File: src/rtl/srjf_pkg.sv
// Shared types and default constants for the SRJF task scheduler.
// The optional statistics counters are controlled by the SRJF_STATS_EN macro
// in srjf_sched_param.
package srjf_pkg;

    localparam int NUM_SLOTS_DEF = 5;
    localparam int REM_W_DEF     = 4;
    localparam int ID_W_DEF      = 16;
    localparam int AGE_W_DEF     = 6;

    typedef enum logic {
        S_INIT = 1'b0,
        S_EXEC = 1'b1
    } srjf_state_e;

    // One resident task slot at the default widths.
    typedef struct packed {
        logic [REM_W_DEF-1:0] rem;
        logic [AGE_W_DEF-1:0] age;
        logic [ID_W_DEF-1:0]  id;
    } slot_t;

    // Value driven on task_out when nothing is served.
    localparam logic [ID_W_DEF-1:0] TASK_OUT_IDLE = '1;

endpackage

File: src/rtl/srjf_min_select.sv
// Combinational argmin over the resident slots: smallest remaining time wins,
// ties go to the oldest slot, remaining ties go to the lowest index.
module srjf_min_select #(
    parameter int N     = 5,
    parameter int REM_W = 4,
    parameter int AGE_W = 6,
    parameter int IDX_W = $clog2(N)
) (
    input  logic             en,
    input  logic [REM_W-1:0] rem [N],
    input  logic [AGE_W-1:0] age [N],
    output logic [IDX_W-1:0] sel_idx,
    output logic             sel_valid
);

    logic [REM_W-1:0] best_rem;
    logic [AGE_W-1:0] best_age;

    // Scan in index order; strict comparisons keep the lowest index on full ties.
    always_comb begin
        sel_valid = 1'b0;
        sel_idx   = '0;
        best_rem  = '0;
        best_age  = '0;
        for (int i = 0; i < N; i++) begin
            if (en && (rem[i] != '0)) begin
                if (!sel_valid || (rem[i] < best_rem) ||
                    ((rem[i] == best_rem) && (age[i] > best_age))) begin
                    sel_valid = 1'b1;
                    sel_idx   = IDX_W'(i);
                    best_rem  = rem[i];
                    best_age  = age[i];
                end
            end
        end
    end

endmodule

File: src/rtl/srjf_sched_param.sv
// Shortest-Remaining-Job-First scheduler with NUM_SLOTS resident task slots.
// Grants one service unit per cycle to the selected slot.
// Valid/ready: a task is transferred on every rising edge where
// in_valid && in_ready; in_ready never depends on in_valid.
// Optional statistics counters: define SRJF_STATS_EN.
module srjf_sched_param
    import srjf_pkg::*;
#(
    parameter int NUM_SLOTS = NUM_SLOTS_DEF,
    parameter int REM_W     = REM_W_DEF,
    parameter int ID_W      = ID_W_DEF,
    parameter int AGE_W     = AGE_W_DEF,
    parameter int OCC_W     = $clog2(NUM_SLOTS + 1)
) (
    input  logic                  clk,
    input  logic                  rst_n,
    input  logic                  st,
    input  logic                  in_valid,
    output logic                  in_ready,
    input  logic [REM_W+ID_W-1:0] task_in,
    output logic                  task_valid,
    output logic [ID_W-1:0]       task_out,
    output logic                  done,
    output logic                  empty,
    output logic [OCC_W-1:0]      occupancy,
    output srjf_state_e           state_dbg
`ifdef SRJF_STATS_EN
    ,
    output logic [31:0]           stat_done_cnt,
    output logic [31:0]           stat_busy_cnt
`endif
);

    localparam int IDX_W = $clog2(NUM_SLOTS);

    srjf_state_e      state_q, state_d;
    logic [REM_W-1:0] rem_q [NUM_SLOTS];
    logic [AGE_W-1:0] age_q [NUM_SLOTS];
    logic [ID_W-1:0]  id_q  [NUM_SLOTS];

    logic [OCC_W-1:0] occ;
    logic             free_found;
    logic [IDX_W-1:0] free_idx;
    logic             accept;
    logic [IDX_W-1:0] sel_idx;
    logic             sel_valid;
    logic [REM_W-1:0] new_rem;
    logic [ID_W-1:0]  new_id;

    assign new_rem = task_in[REM_W+ID_W-1:ID_W];
    assign new_id  = task_in[ID_W-1:0];

    // State register.
    always_ff @(posedge clk or negedge rst_n) begin
        if (!rst_n) state_q <= S_INIT;
        else        state_q <= state_d;
    end

    // Next state: leave S_INIT on start, then remain in S_EXEC until reset.
    always_comb begin
        state_d = state_q;
        case (state_q)
            S_INIT:  if (st) state_d = S_EXEC;
            S_EXEC:  state_d = S_EXEC;
            default: state_d = S_INIT;
        endcase
    end

    assign state_dbg = state_q;

    // Occupancy count and lowest-index free slot from the registered state only,
    // so a slot emptied this cycle is not reused until the next one.
    always_comb begin
        occ        = '0;
        free_found = 1'b0;
        free_idx   = '0;
        for (int i = 0; i < NUM_SLOTS; i++) begin
            if (rem_q[i] != '0) begin
                occ = occ + OCC_W'(1);
            end else if (!free_found) begin
                free_found = 1'b1;
                free_idx   = IDX_W'(i);
            end
        end
    end

    assign in_ready  = (state_q == S_EXEC) && (occ < OCC_W'(NUM_SLOTS));
    assign accept    = in_valid && in_ready;
    assign empty     = (occ == '0);
    assign occupancy = occ;

    srjf_min_select #(
        .N     (NUM_SLOTS),
        .REM_W (REM_W),
        .AGE_W (AGE_W),
        .IDX_W (IDX_W)
    ) u_min_select (
        .en        (state_q == S_EXEC),
        .rem       (rem_q),
        .age       (age_q),
        .sel_idx   (sel_idx),
        .sel_valid (sel_valid)
    );

    assign task_valid = sel_valid;
    assign task_out   = sel_valid ? id_q[sel_idx] : '1;
    assign done       = sel_valid && (rem_q[sel_idx] == REM_W'(1));

    // Slot update: serve the selected slot, age the waiting ones, fill a free
    // slot with an accepted task. A free slot is never the selected one.
    always_ff @(posedge clk or negedge rst_n) begin
        if (!rst_n) begin
            for (int i = 0; i < NUM_SLOTS; i++) begin
                rem_q[i] <= '0;
                age_q[i] <= '0;
                id_q[i]  <= '0;
            end
        end else if (state_q == S_INIT) begin
            for (int i = 0; i < NUM_SLOTS; i++) begin
                rem_q[i] <= '0;
                age_q[i] <= '0;
                id_q[i]  <= '0;
            end
        end else begin
            for (int i = 0; i < NUM_SLOTS; i++) begin
                if (sel_valid && (sel_idx == IDX_W'(i))) begin
                    rem_q[i] <= rem_q[i] - REM_W'(1);
                    if (rem_q[i] == REM_W'(1)) age_q[i] <= '0;
                end else if (rem_q[i] != '0) begin
                    if (age_q[i] != '1) age_q[i] <= age_q[i] + AGE_W'(1);
                end else if (accept && (free_idx == IDX_W'(i))) begin
                    rem_q[i] <= new_rem;
                    age_q[i] <= '0;
                    id_q[i]  <= new_id;
                end
            end
        end
    end

`ifdef SRJF_STATS_EN
    // Completion and busy-cycle counters, wrapping, held at zero in S_INIT.
    always_ff @(posedge clk or negedge rst_n) begin
        if (!rst_n) begin
            stat_done_cnt <= '0;
            stat_busy_cnt <= '0;
        end else if (state_q == S_INIT) begin
            stat_done_cnt <= '0;
            stat_busy_cnt <= '0;
        end else begin
            if (done)       stat_done_cnt <= stat_done_cnt + 32'd1;
            if (task_valid) stat_busy_cnt <= stat_busy_cnt + 32'd1;
        end
    end
`endif

endmodule
File: config.mk
export PLATFORM = sky130hd
export DESIGN_NAME = srjf_sched_param
export DESIGN_NICKNAME = d
export VERILOG_FILES = /design/src/rtl/srjf_pkg.sv /design/src/rtl/srjf_min_select.sv /design/src/rtl/srjf_sched_param.sv
export SDC_FILE = /design/constraint.sdc
export NUM_CORES = 1
export LEC_CHECK = 0
export BUFFER_PORTS_ARGS = -buffer_cell sky130_fd_sc_hd__buf_2
export CORE_MARGIN = 2
export CORE_UTILIZATION = 55
export DETAILED_ROUTE_END_ITERATION = 16
export HOLD_SLACK_MARGIN = 0.06
export PLACE_DENSITY = 0.75
export SYNTH_ARGS = -nofsm -noshare
export SYNTH_HDL_FRONTEND = slang
export SYNTH_SLANG_ARGS = --single-unit
File: constraint.sdc
create_clock -name clk -period 14.3 [get_ports clk]
set_input_delay 4.29 -clock clk [delete_from_list [all_inputs] [get_ports clk]]
set_output_delay 4.29 -clock clk [all_outputs]
set_load 0.005 [all_outputs]
==> results_tabular.tex <==
\begin{tabular}{lr}
\hline
Metric & Value \\
\hline
\multicolumn{2}{l}{\textbf{STA}} \\
Timing-limited maximum frequency & 0.0723 GHz \\
Final WS setup & 0.460 ns \\
Rel. slew slack & 24.3\% \\
Setup-violating endpoint count in the final report & 0 \\
Final period utilization & 96.8\% \\
Final hold violations & 0 \\
Hold slack & 0.481 ns \\
Number of slew-limit violations in the final report & 0 \\
Final period demand of the worst path & 13.84 ns \\
Worst Tran Pin Value & 1.13 ns \\
Setup clock skew after layout & 0.00770 ns \\
\multicolumn{2}{l}{\textbf{Critical path}} \\
Critical Path Sink Type & output port \\
Required time of the critical path & 10.01 ns \\
R2r endpoint & age\_q[24] \\
Kind of critical path & register to output port \\
CP most frequent cell & sky130\_fd\_sc\_hd\_\_ha\_1 \\
WP data arrival & 9.55 ns \\
Reg2reg path depth & 36 \\
Crit-path max cell delay & 0.43 ns \\
Type of origin of the critical path & register \\
R2r startpoint & rem\_q[16] \\
Critical path's slowest cell & sky130\_fd\_sc\_hd\_\_a2111o\_1 \\
Critical-path maximum fanout & 16 \\
Setup slack of the most critical reg-to-reg path & 4.78 ns \\
Startpoint of the worst setup timing path & rem\_q[16] \\
\multicolumn{2}{l}{\textbf{Drt}} \\
Count of TritonRoute iterations in the first routing pass & 5 \\
Routed len/inst & 19.5 µm \\
DRC violation total after the first TritonRoute iteration & 575 \\
Via count normalized by instance count & 6.18 \\
Total via count in the routed design & 7541 \\
Final wirelength & 23800 µm \\
Post-DRT Antenna Nets & 0 \\
Residual DRC & 0 \\
\multicolumn{2}{l}{\textbf{Synthesis}} \\
Main flop type after synthesis & sky130\_fd\_sc\_hd\_\_dfrtp\_1 \\
Fraction of post-synthesis cell area in the top cell type by area & 37.6\% \\
Average cell area after synthesis & 9.06 µm² \\
Largest cells by area after synthesis & sky130\_fd\_sc\_hd\_\_dfrtp\_1, sky130\_fd\_sc\_hd\_\_ha\_1, sky130\_fd\_sc\_hd\_\_mux2i\_1 \\
Async SR Flop Fraction & 100\% \\
Post-synth net total & 1048 \\
Register bit total from synthesis & 131 \\
Number of different library cells in the post-synthesis netlist & 80 \\
Sequential element share of the synthesized area & 37.6\% \\
Area leader, netlist & sky130\_fd\_sc\_hd\_\_dfrtp\_1 \\
Warning count from the yosys run & 0 \\
Netlist Area Pre-Place & 8710 µm² \\
Most numerous cell in the Yosys netlist & sky130\_fd\_sc\_hd\_\_dfrtp\_1 \\
Number of enable flip-flop cells after synthesis & 0 \\
Synthesized instance count & 961 \\
Commonest cells post-synth & sky130\_fd\_sc\_hd\_\_dfrtp\_1, sky130\_fd\_sc\_hd\_\_nand2\_1, sky130\_fd\_sc\_hd\_\_nor2\_1, sky130\_fd\_sc\_hd\_\_mux2i\_1, sky130\_fd\_sc\_hd\_\_ha\_1 \\
\multicolumn{2}{l}{\textbf{Global routing}} \\
Leftover overflow at the end of global routing & 0 \\
Overall fraction of global-route tracks in use & 30.0\% \\
Via count of the first global-routing pass & 7376 \\
First-pass GRT wire length & 39100 µm \\
Largest net degree at the start of global routing & 81 \\
Number of antenna violations at the first check in global routing & 0 \\
\multicolumn{2}{l}{\textbf{Floorplanning}} \\
Initial standard-cell utilization of the core & 56.9\% \\
Number of primary I/O pins & 48 \\
Vertical die dimension & 130 µm \\
Row count & 45 \\
Die Outline Area & 16900 µm² \\
Placeable Area & 15300 µm² \\
Die W & 130 µm \\
\multicolumn{2}{l}{\textbf{Hold path}} \\
Hold endpoint & id\_q[76] \\
Hold WC Path Type & register to register \\
Beginning of the worst hold path & id\_q[76] \\
Worst Hold Path Cells & 2 \\
\multicolumn{2}{l}{\textbf{Final layout}} \\
Area Overhead vs Synth & 13.2\% \\
Share of post-route cells with drive strength above 1 & 15.2\% \\
FILL cells & 1267 \\
Layout net count & 1083 \\
Number of antenna repair diodes & 0 \\
Design area & 9860 µm² \\
\multicolumn{2}{l}{\textbf{Clock network}} \\
H-tree levels & 4 \\
Clock tree root buffer cell & sky130\_fd\_sc\_hd\_\_clkbuf\_16 \\
CTS tree & built \\
Max Buffers Root-to-Sink & 2 \\
Clock sink total & 131 \\
CTS clock-pin slew for the worst setup and hold paths & 0.06 ns \\
Clock latency on the worst-skew pair & 0.43 ns \\
Total of hold buffers inserted after clock tree synthesis & 0 \\
Number of buffers added by the clock tree synthesis step & 17 \\
\multicolumn{2}{l}{\textbf{Placed design}} \\
Number of buffers added on ports & 47 \\
Minimum setup slack after placement & -0.0330 ns \\
Gp weighted congestion & 0.946 \\
Area after DPL & 9170 µm² \\
HPWL after detailed placement & 16100 µm \\
\multicolumn{2}{l}{\textbf{Run}} \\
Max-capacitance violation count & 0 \\
\multicolumn{2}{l}{\textbf{Run status}} \\
Outcome & finished clean \\
\hline
\end{tabular}
metal layers:
layer	up-vias	global-route usage [%]	share of wire (%)
met5	-	0	0
met4	0	11.3	2.4
met3	45	6.56	7.1
met2	289	47.0	46
met1	3608	41.2	44
li1	3599	-	-
registers in the layout, summed over array words and instances (netlist names):
name	flops
id_q	80
age_q	30
rem_q	20
state_dbg	1
worst max-delay path: cells and delay by family, from the launching register on:
kind / cells / cell delay (ns)
compound gates: 14 / 3.71
fa+ha+maj: 5 / 1.41
buf+inv: 7 / 1.25
flops: 1 / 0.42
mux: 3 / 0.84
simple gates: 8 / 1.48
final cells by class:
| class | instances | area (µm²) | area share [%] |
|---|---|---|---|
| Sequential cell | 131 | 3280 | 33.3 |
| Timing Repair Buffer | 70 | 418 | 4.24 |
| Inverter | 50 | 191 | 1.94 |
| Multi-Input combinational cell | 726 | 5120 | 52.0 |
| Clock buffer | 19 | 433 | 4.39 |
| Clock inverter | 13 | 150 | 1.52 |
| Tap cell | 211 | 264 | 2.68 |
worst max-delay path by stage:
stage | endpoint | slack (ns)
after global placement | task_out[2] | 0.21
after floorplan | task_out[10] | 1.04
after detailed placement | task_out[4] | -0.03
after global routing | task_out[14] | -0.02
final | done | 0.46
after CTS | done | 0.02
stage by stage:
stage	TNS (ns)	utilization, %	instances
6_report	0	64.4	1220
3_5_place_dp	-0.221	59.9	1186
4_1_cts	0	64.0	1218
5_1_grt	-0.0203	64.4	1220
3_3_place_gp	0	59.9	1186
2_1_floorplan	0	-	961
cells in the final DEF (no fill, tap or decap), types with 6 or more instances in the layout:
master	n
sky130_fd_sc_hd__a21o_1	6
sky130_fd_sc_hd__a21oi_1	49
sky130_fd_sc_hd__a221oi_1	16
sky130_fd_sc_hd__a22o_1	8
sky130_fd_sc_hd__a31o_2	7
sky130_fd_sc_hd__a31oi_1	31
sky130_fd_sc_hd__and3_1	17
sky130_fd_sc_hd__and4_1	6
sky130_fd_sc_hd__buf_2	46
sky130_fd_sc_hd__buf_4	22
sky130_fd_sc_hd__clkbuf_16	17
sky130_fd_sc_hd__dfrtp_1	130
sky130_fd_sc_hd__ha_1	63
sky130_fd_sc_hd__inv_1	48
sky130_fd_sc_hd__mux2_2	12
sky130_fd_sc_hd__mux2i_1	73
sky130_fd_sc_hd__nand2_1	116
sky130_fd_sc_hd__nand3_1	31
sky130_fd_sc_hd__nand4_1	9
sky130_fd_sc_hd__nor2_1	88
sky130_fd_sc_hd__nor2b_1	6
sky130_fd_sc_hd__nor3_1	14
sky130_fd_sc_hd__o211ai_1	7
sky130_fd_sc_hd__o21a_1	11
sky130_fd_sc_hd__o21ai_0	44
sky130_fd_sc_hd__xnor2_1	6
kinds of logic after synthesis:
group / share of synthesized area (%)
muxes: 10.3
adders and majority gates: 9.05
xor gates and xnor gates: 0.977
DFF: 37.6
AOI/OAI and AO/OA: 19.7
buffers and inverters: 5.01
and+or+nand+nor: 17.3
what timing repair did:
item,CTS,global route
endpoints found under the setup margin,17,17
gates resized for setup,7,11
pin swaps,0,1
cloned,0,0
buffers inserted,0,2
Power is not shown: default switching activity piles up to over one toggle a cycle in this logic, so the estimate is an artifact.
